## src/rtl/async_fifo_rd_ctrl.sv

```systemverilog
// Read-side controller of the dual-clock FIFO: read pointers, RAM read port,
// fill/empty status and a first-word-fall-through output stream.
module async_fifo_rd_ctrl #(
    parameter int FIFO_DEPTH_BIT  = 5,
    parameter int DATA_WIDTH      = 8,
    parameter int ALMOST_EMPTY_TH = 2
) (
    input  logic                      r_clk,
    input  logic                      r_rst,
    input  logic [FIFO_DEPTH_BIT:0]   write_addr_gray_sync,
    output logic [FIFO_DEPTH_BIT:0]   read_addr_gray,
    output logic                      mem_rd_en,
    output logic [FIFO_DEPTH_BIT-1:0] mem_rd_addr,
    input  logic [DATA_WIDTH-1:0]     mem_rd_data,
    output logic [DATA_WIDTH-1:0]     dout,
    output logic                      dout_valid,
    input  logic                      dout_ready,
    output logic                      empty,
    output logic                      almost_empty,
    output logic [FIFO_DEPTH_BIT:0]   rd_count,
    output logic                      ptr_err
);

    localparam int PW = FIFO_DEPTH_BIT + 1;
    localparam logic [PW-1:0] DEPTH = {1'b1, {FIFO_DEPTH_BIT{1'b0}}};
    localparam logic [PW-1:0] AE_TH = PW'(ALMOST_EMPTY_TH);

    logic [PW-1:0] rbin;
    logic [PW-1:0] rbin_next;
    logic [PW-1:0] wbin;
    logic [PW-1:0] fill;
    logic [PW-1:0] rd_count_next;
    logic          fetch;

    // Gray-to-binary: each binary bit is the XOR of all Gray bits at or above it.
    always_comb begin
        wbin = '0;
        for (int unsigned i = 0; i < PW; i++) begin
            wbin[i] = ^(write_addr_gray_sync >> i);
        end
    end

    always_comb begin
        fill          = wbin - rbin;
        fetch         = (fill != '0) && (!dout_valid || dout_ready);
        rbin_next     = fetch ? rbin + 1'b1 : rbin;
        rd_count_next = wbin - rbin_next;
    end

    assign mem_rd_en   = fetch && !r_rst;
    assign mem_rd_addr = rbin[FIFO_DEPTH_BIT-1:0];
    assign dout        = mem_rd_data;

    always_ff @(posedge r_clk or posedge r_rst) begin
        if (r_rst) begin
            rbin           <= '0;
            read_addr_gray <= '0;
            dout_valid     <= 1'b0;
            rd_count       <= '0;
            empty          <= 1'b1;
            almost_empty   <= 1'b1;
            ptr_err        <= 1'b0;
        end else begin
            rbin           <= rbin_next;
            read_addr_gray <= rbin_next ^ (rbin_next >> 1);
            if (fetch) begin
                dout_valid <= 1'b1;
            end else if (dout_ready) begin
                dout_valid <= 1'b0;
            end
            rd_count       <= rd_count_next;
            empty          <= (rd_count_next == '0);
            almost_empty   <= (rd_count_next <= AE_TH);
            // A full FIFO (fill == DEPTH) is legal; anything beyond is corruption.
            if (fill > DEPTH) begin
                ptr_err <= 1'b1;
            end
        end
    end

endmodule
```

## config.mk

```make
export PLATFORM = sky130hd
export DESIGN_NAME = async_fifo_rd_ctrl
export DESIGN_NICKNAME = d
export VERILOG_FILES = /design/src/rtl/async_fifo_rd_ctrl.sv
export SDC_FILE = /design/constraint.sdc
export NUM_CORES = 1
export LEC_CHECK = 0
export BUFFER_PORTS_ARGS = -buffer_cell sky130_fd_sc_hd__buf_2
export CAP_MARGIN = 20
export CORE_UTILIZATION = 54
export DETAILED_ROUTE_END_ITERATION = 10
export GPL_TIMING_DRIVEN = 1
export PLACE_DENSITY = 0.85
export SETUP_SLACK_MARGIN = 0.2
export SLEW_MARGIN = 10
export SYNTH_ARGS = -nofsm -noshare
export SYNTH_HDL_FRONTEND = slang
export SYNTH_SLANG_ARGS = --single-unit
```

## constraint.sdc

```tcl
create_clock -name r_clk -period 6.6 [get_ports r_clk]
set_input_delay 1.32 -clock r_clk [delete_from_list [all_inputs] [get_ports r_clk]]
set_output_delay 1.32 -clock r_clk [all_outputs]
set_load 0.1 [all_outputs]
```

==> results of run 1 <==
layout make-up:
| class | count | area share |
|---|---|---|
| repair buffers | 33 | 0.108 |
| well taps | 30 | 0.0235 |
| flip-flops and latches | 21 | 0.331 |
| clock buffers | 4 | 0.0165 |
| inverters | 16 | 0.0376 |
| multi-input cells | 89 | 0.483 |
per-stage QoR:
step                instance area [sq um]  setup slack, ns  cells  hold slack (ns)
finish                               1600            0.617    193            0.492
global route                         1600            0.210    193            0.535
CTS                                  1600            0.566    193            0.497
detailed placement                   1570            0.265    189            0.469
global placement                     1570            0.484    189            0.477
floorplan                            1430            0.434    135             1.06
how the worst min path moves through the flow:
| stage | from | endpoint | cells past startpoint |
|---|---|---|---|
| final | ptr_err | ptr_err | 1 |
| after global routing | ptr_err | ptr_err | 1 |
| after CTS | ptr_err | ptr_err | 1 |
| after detailed placement | ptr_err | ptr_err | 1 |
| after global placement | ptr_err | ptr_err | 1 |
| after floorplan | dout_valid | dout_valid | 2 |
critical path: cells and delay by family:
kind                     cells  cell delay [ns]
AND/OR/NAND/NOR              4             0.74
adder cells (fa/ha/maj)      3             0.93
XOR/XNOR                     6             1.35
multiplexers                 1             0.37
AO/OA/AOI/OAI                6             1.21
buffers and inverters        2             0.23
cell usage after synthesis, drive strengths merged:
master and n:
a2111o 1, a211o 1, a211oi 3, a21bo 1, a21boi 1, a21o 2, a21oi 5, and2 2
and3 1, buf 9, dfrtp 19, dfstp 2, fa 1, ha 10, inv 16, maj3 2
mux2i 3, nand2 5, nand2b 3, nand3 3, nand4 3, nor2 4, nor2b 3, nor3 1
nor4 2, o211ai 1, o21ai 4, o21bai 1, o22a 1, o311a 1, o311ai 1, or2 1
xnor2 14, xor2 8
registers in the layout, summed over array words and instances, names as in the netlist:
| name | cells |
|---|---|
| rbin | 6 |
| empty | 1 |
| almost_empty | 1 |
| ptr_err | 1 |
| rd_count | 6 |
| dout_valid | 1 |
| read_addr_gray | 5 |
per-layer routing:
metal / routed length [microns] / up-vias / global-route usage
met2: 1390 / 36 / 0.396
met5: 0 / - / 0
met1: 1120 / 503 / 0.254
li1: - / 504 / -
met4: 41 / 0 / 0.0921
met3: 129 / 6 / 0.0517
cell families (layout without fill, tap and decap cells):
family | after synthesis | count (layout)
XOR/XNOR | 22 | 22
multiplexers | 3 | 3
AND/OR/NAND/NOR | 28 | 28
adder cells (fa/ha/maj) | 13 | 13
flip-flops | 21 | 21
buffers and inverters | 25 | 53
AO/OA/AOI/OAI | 23 | 23
==> qor.yml, run 1 <==
status: "finished clean"
synthTopCellsByArea: "dfrtp_1 (33%), ha_1 (8.8%), xnor2_1 (8.6%), buf_4 (4.2%), inv_1 (4.2%)"
cp.arrival_ns: 6.18
wirelength_microns: 2680
coreArea_sq_um: 2480
rr_endpoint: "almost_empty"
cp_cell_sequence: "buf_2, xor2_1, xor2_2, xnor2_1, xor2_1, inv_1, ha_1, nor2b_1, o211ai_1, a21oi_2, xor2_4, a21oi_4, mux2i_1, ha_1, nor2b_1, o21ai_0, nand2b_1, maj3_1, a21o_1, a211oi_1, xnor2_1, nor4_1"
ant_nets: 0
chipHeight_microns: 53.4
synth_xor_area_frac: 0.154
final_common_cell: "buf_2"
first_iter_violations: 9
multi_input_area_sq_um: 771
grt_pass1_wl_microns: 4460
rsz0062_at_grt: "no"
clockBufferDepth: 2
ios: 47
routed_via_density: 5.44
hp-class: "reg -> reg"
rr_startpoint: "rbin[3]"
io_buffers: 30
synthMuxAreaShare: 0.0211
die-area_sq_um: 2850
utilization: 0.644
ys_seq_area_frac: 0.371
grt.overflow.total: 0
cp.required_ns: 6.80
worstSetupPathType: "in -> reg"
yosysTopAreaCell: "dfrtp_1"
worst_path_largest_cell_delay_ns: 0.37
ys_warn_count: 0
final_cell_mix: "buf_2 (30), dfrtp_1 (19), inv_1 (16)"
syn-num-nets: 163
synth-simple-area-share: 0.106
cap_violations: 0
crit_start: "write_addr_gray_sync[5]"
synth_compound_area_frac: 0.140
nNetsFinal: 192
postCtsSetupBuffers: 0
htree_levels: 1
via_count: 1049
initial_utilization: 0.575
drc_errors: 0
ctsHoldBuffers: 0
post_drt_wl_per_cell_microns: 13.9
path_clk_slew_ns: 0.10
r2r_setup_slack_ns: 2.31
synth_top_cell_area_share: 0.334
post-dp-hpwl_microns: 2180
grt_start_max_net_pins: 22
slew_viol_final: 0
diodes: 0
slowest_stage: "mux2i_1"
worst_pin_slew_ns: 0.761
clock_latency_ns: 0.30
register_area_sq_um: 528
numClockSinks: 21
cts_root_buf: "clkbuf_4"
rr_worst_depth: 16
drive_above_1_share: 0.288
ys_ff_latch: 21
endpoint: "almost_empty"
finalCritPeriodShare: 0.907
setup_violations: 0
cp-end-kind: "flip-flop"
hold_viol: 0
synth_area_sq_um: 1430
grt_pass1_vias: 1038
numCtsBuffers: 3
synth_adder_area_share: 0.116
synth_area_per_cell_sq_um: 10.6
start_kind: "input port"
cts_resized: 0
synth_cell_type_count: 40
gp_congestion: 0.906
synth_top_family_by_area: "XOR/XNOR gates"
grt_antenna_before_repair: 0
netlist_instances: 135
slew-limit-headroom: 0.492
cts_tree: "done"
drtPass1Iterations: 4
die_x_microns: 53.4
fin_crit_ns: 5.98
fmax_ghz: 0.167
critPathMaxFanout: 6
grt_usage: 0.224
fillers: 220
setup-tns-final_ns: 0
worst_clock_skew_ns: 0.00320
area_growth_pct: 11.9
placementRows: 18
Power of run 1 is left out: the tool's default activity adds up to more than one toggle a clock period on the data nets, which glitch-free logic cannot reach.
==> run 2, diff against run 1 <==
--- a/config.mk
+++ b/config.mk
@@ -7,10 +7,11 @@
 export LEC_CHECK = 0
 export BUFFER_PORTS_ARGS = -buffer_cell sky130_fd_sc_hd__buf_2
 export CAP_MARGIN = 20
-export CORE_UTILIZATION = 54
+export CORE_UTILIZATION = 45
+export CTS_BUF_LIST = sky130_fd_sc_hd__clkbuf_16
 export DETAILED_ROUTE_END_ITERATION = 10
 export GPL_TIMING_DRIVEN = 1
-export PLACE_DENSITY = 0.85
+export PLACE_DENSITY = 0.69
 export SETUP_SLACK_MARGIN = 0.2
 export SLEW_MARGIN = 10
 export SYNTH_ARGS = -nofsm -noshare
==> qor.yml, run 2 (same netlist as run 1, synthesis figures left out) <==
status: "finished clean"
coreArea_sq_um: 3030
cts_tree: "done"
grt_pass1_wl_microns: 4450
die-area_sq_um: 3400
initial_utilization: 0.471
nNetsFinal: 194
slew_viol_final: 0
start_kind: "input port"
fmax_ghz: 0.166
diodes: 0
path_buf_inv: 2
numCtsBuffers: 3
slew-limit-headroom: 0.495
top_regs: "rbin (6), rd_count (6), read_addr_gray (5)"
critPathMaxFanout: 6
drive_above_1_share: 0.309
cpLargestDelayFamily: "XOR/XNOR gates"
finalCritPeriodShare: 0.910
worst_path_largest_cell_delay_ns: 0.35
slowest_stage: "maj3_1"
first_iter_violations: 15
grt_usage: 0.168
final_cell_mix: "buf_2 (30), dfrtp_1 (19), inv_1 (16)"
final_common_cell: "buf_2"
cp-end-kind: "flip-flop"
die_x_microns: 58.3
grt_start_max_net_pins: 22
fin_crit_ns: 6.01
area_growth_pct: 18.5
worst_pin_slew_ns: 0.757
clockBufferDepth: 2
ant_nets: 0
grt_pass1_vias: 1020
rsz0062_at_grt: "no"
clock_latency_ns: 0.25
grt.overflow.total: 0
setup_violations: 0
cts_resized: 0
final_cell_count_no_fill: 209
post-dp-hpwl_microns: 2150
chipHeight_microns: 58.3
io_buffers: 30
htree_levels: 1
cp.required_ns: 6.75
setup-tns-final_ns: 0
cts_root_buf: "clkbuf_16"
cap_violations: 0
cp.arrival_ns: 6.16
routed_via_density: 5.00
worst_clock_skew_ns: 0.00424
via_count: 1046
drc_errors: 0
hp-class: "reg -> reg"
postCtsSetupBuffers: 0
post_drt_wl_per_cell_microns: 12.5
drtPass1Iterations: 4
wirelength_microns: 2620
hold_viol: 0
ios: 47
worstSetupPathType: "in -> reg"
dp_cells: 205
ctsHoldBuffers: 0
cp_cell_sequence: "buf_2, xor2_2, xor2_2, xnor2_1, xor2_1, inv_1, ha_1, nor2b_1, o211ai_1, a21oi_2, xor2_4, a21oi_4, mux2i_1, ha_1, nor2b_1, o21ai_0, nand2b_1, maj3_1, a21o_1, a211oi_1, xnor2_1, nor4_1"
gp_congestion: 0.821
grt_antenna_before_repair: 0
numClockSinks: 21
placementRows: 20
fillers: 277
path_clk_slew_ns: 0.06
-- run 2: path summary, 6_finish.rpt --
check	start	to	slack, ns	cells past startpoint
min reg2reg	ptr_err	ptr_err	0.48	1
min	ptr_err	ptr_err	0.48	1
max reg2reg	rbin[3]	almost_empty	2.26	16
max	write_addr_gray_sync[5]	almost_empty	0.59	22
min in group asynchronous	r_rst	ptr_err	1.21	2
max in group asynchronous	r_rst	rd_count[4]	4.91	2
-- run 2: layout make-up --
type / count / area (sq um) / share of cell area
tap: 44 / 55.1 / 0.0326
multi-input combinational: 89 / 778 / 0.461
inverter: 16 / 60.1 / 0.0356
sequential: 21 / 528 / 0.313
clock buffer: 3 / 75.1 / 0.0444
clock inverter: 1 / 5.00 / 0.00296
timing repair buffer: 35 / 188 / 0.111
-- run 2: per-layer routing --
metal  share of wire  wire length [microns]  vias up  track usage
met5               0                      0        -            0
met4               0                      0        0       0.0340
met3           0.041                    108        0       0.0335
met2            0.51                   1340       34        0.314
met1            0.45                   1170      501        0.199
li1                -                      -      511            -
-- run 2: per-stage QoR --
step	cell area, sq um	setup WS (ns)	hold WS, ns	util
after floorplan	1430	0.434	1.06	-
after global placement	1600	0.413	0.456	0.529
after detailed placement	1600	0.314	0.475	0.529
after CTS	1680	0.519	0.492	0.555
after global routing	1690	0.211	0.510	0.558
final	1690	0.591	0.484	0.558
Power of run 2 is left out for the same reason.
==> run 3, diff against run 2 <==
==> constraint.sdc (replaced) <==
create_clock -name r_clk -period 6.25 [get_ports r_clk]
set_input_delay 1.25 -clock r_clk [delete_from_list [all_inputs] [get_ports r_clk]]
set_output_delay 1.25 -clock r_clk [all_outputs]
set_load 0.1 [all_outputs]
==> qor.yml, run 3 (same netlist as run 1, synthesis figures left out) <==
start_kind: "input port"
setup_violations: 0
r2r_setup_slack_ns: 2.01
cts_root_buf: "clkbuf_16"
cp.required_ns: 6.41
slew-limit-headroom: 0.464
ios: 47
fillers: 261
io_buffers: 30
rr_endpoint: "almost_empty"
nNetsFinal: 196
routed-wl-met2_microns: 1470
post-dp-hpwl_microns: 2170
worstHoldStart: "ptr_err"
drive_above_1_share: 0.365
worst_path_largest_cell_delay_ns: 0.35
clockBufferDepth: 2
numCtsBuffers: 3
hp-class: "reg -> reg"
critPathMaxFanout: 6
grt_antenna_before_repair: 0
area_growth_pct: 24.0
grt_usage: 0.180
final_common_cell: "buf_2"
grt.overflow.total: 0
cpLargestDelayFamily: "compound AO/OA/AOI/OAI gates"
fmax_ghz: 0.174
gp_congestion: 0.831
worst_clock_skew_ns: 0.00246
top_regs: "rbin (6), rd_count (6), read_addr_gray (5)"
post_drt_wl_per_cell_microns: 13.6
coreArea_sq_um: 3030
min_path_cells: 1
worst_pin_slew_ns: 0.803
rr_startpoint: "rbin[3]"
chipHeight_microns: 58.3
drtPass1Iterations: 4
crit_cells: 22
via_count: 1057
die-area_sq_um: 3400
rsz0062_at_grt: "no"
initial_utilization: 0.471
dr_wl_met3_microns: 165
slew_viol_final: 0
diodes: 0
path_buf_inv: 2
final_cell_mix: "buf_2 (30), dfrtp_1 (19), inv_1 (16)"
wl_met1_microns: 1220
min_to: "ptr_err"
grt_start_max_net_pins: 22
highest_layer: "met4"
rr_worst_depth: 16
cts_tree: "done"
hold_viol: 0
finalCritPeriodShare: 0.919
wirelength_microns: 2870
first_iter_violations: 34
numClockSinks: 21
slowest_stage: "maj3_1"
setup-tns-final_ns: 0
htree_levels: 1
routed_via_density: 5.01
drc_errors: 0
cp_cell_sequence: "buf_2, xor2_4, xor2_2, xnor2_2, xor2_2, inv_1, ha_1, nor2b_1, o211ai_1, a21oi_2, xor2_4, a21oi_4, mux2i_2, ha_1, nor2b_1, o21ai_0, nand2b_1, maj3_1, a21o_1, a211oi_2, xnor2_2, nor4_2"
grt_pass1_wl_microns: 4620
cap_violations: 0
status: "finished clean"
die_x_microns: 58.3
cp-end-kind: "flip-flop"
path_clk_slew_ns: 0.05
fin_crit_ns: 5.74
placementRows: 20
ant_nets: 0
register_area_sq_um: 528
cp.arrival_ns: 5.91
clock_latency_ns: 0.25
multi_input_area_sq_um: 841
grt_pass1_vias: 1031
worstSetupPathType: "in -> reg"
==> run 3: final cells by class <==
cell class / count / share of cell area
inverters: 16 / 0.0340
clock inverters: 1 / 0.00283
repair buffers: 37 / 0.115
clock buffers: 3 / 0.0425
flip-flops and latches: 21 / 0.299
multi-input cells: 89 / 0.476
well taps: 44 / 0.0312
==> run 3: metrics by stage <==
step	std cells	instance area [sq um]	hold slack [ns]	utilization	setup WS [ns]
6_report	211	1770	0.493	0.583	0.506
5_1_grt	211	1770	0.528	0.583	0.182
4_1_cts	209	1680	0.502	0.555	0.247
3_5_place_dp	205	1600	0.485	0.529	0.0331
3_3_place_gp	205	1600	0.457	0.529	0.129
2_1_floorplan	135	1430	1.06	-	0.224
==> run 3: worst max path at each step <==
stage	slack (ns)	end	startpoint
final	0.51	almost_empty	write_addr_gray_sync[5]
after global routing	0.18	almost_empty	write_addr_gray_sync[5]
after CTS	0.25	almost_empty	write_addr_gray_sync[5]
after detailed placement	0.03	almost_empty	write_addr_gray_sync[5]
after global placement	0.13	almost_empty	write_addr_gray_sync[5]
after floorplan	0.22	mem_rd_en	write_addr_gray_sync[5]
==> run 3: per-layer routing <==
metal,GRT usage,vias up
li1,-,511
met1,0.228,499
met2,0.317,45
met3,0.0402,2
met4,0.0340,0
met5,0,-
==> run 3: what timing repair did <==
| action | in CTS | in global routing |
|---|---|---|
| hold buffers | 0 | 0 |
| buffers inserted | 0 | 2 |
| gates resized for setup | 0 | 12 |
| endpoints found under the setup margin | 0 | 4 |
| hold endpoints to repair | 0 | 0 |
Power of run 3 is left out for the same reason.
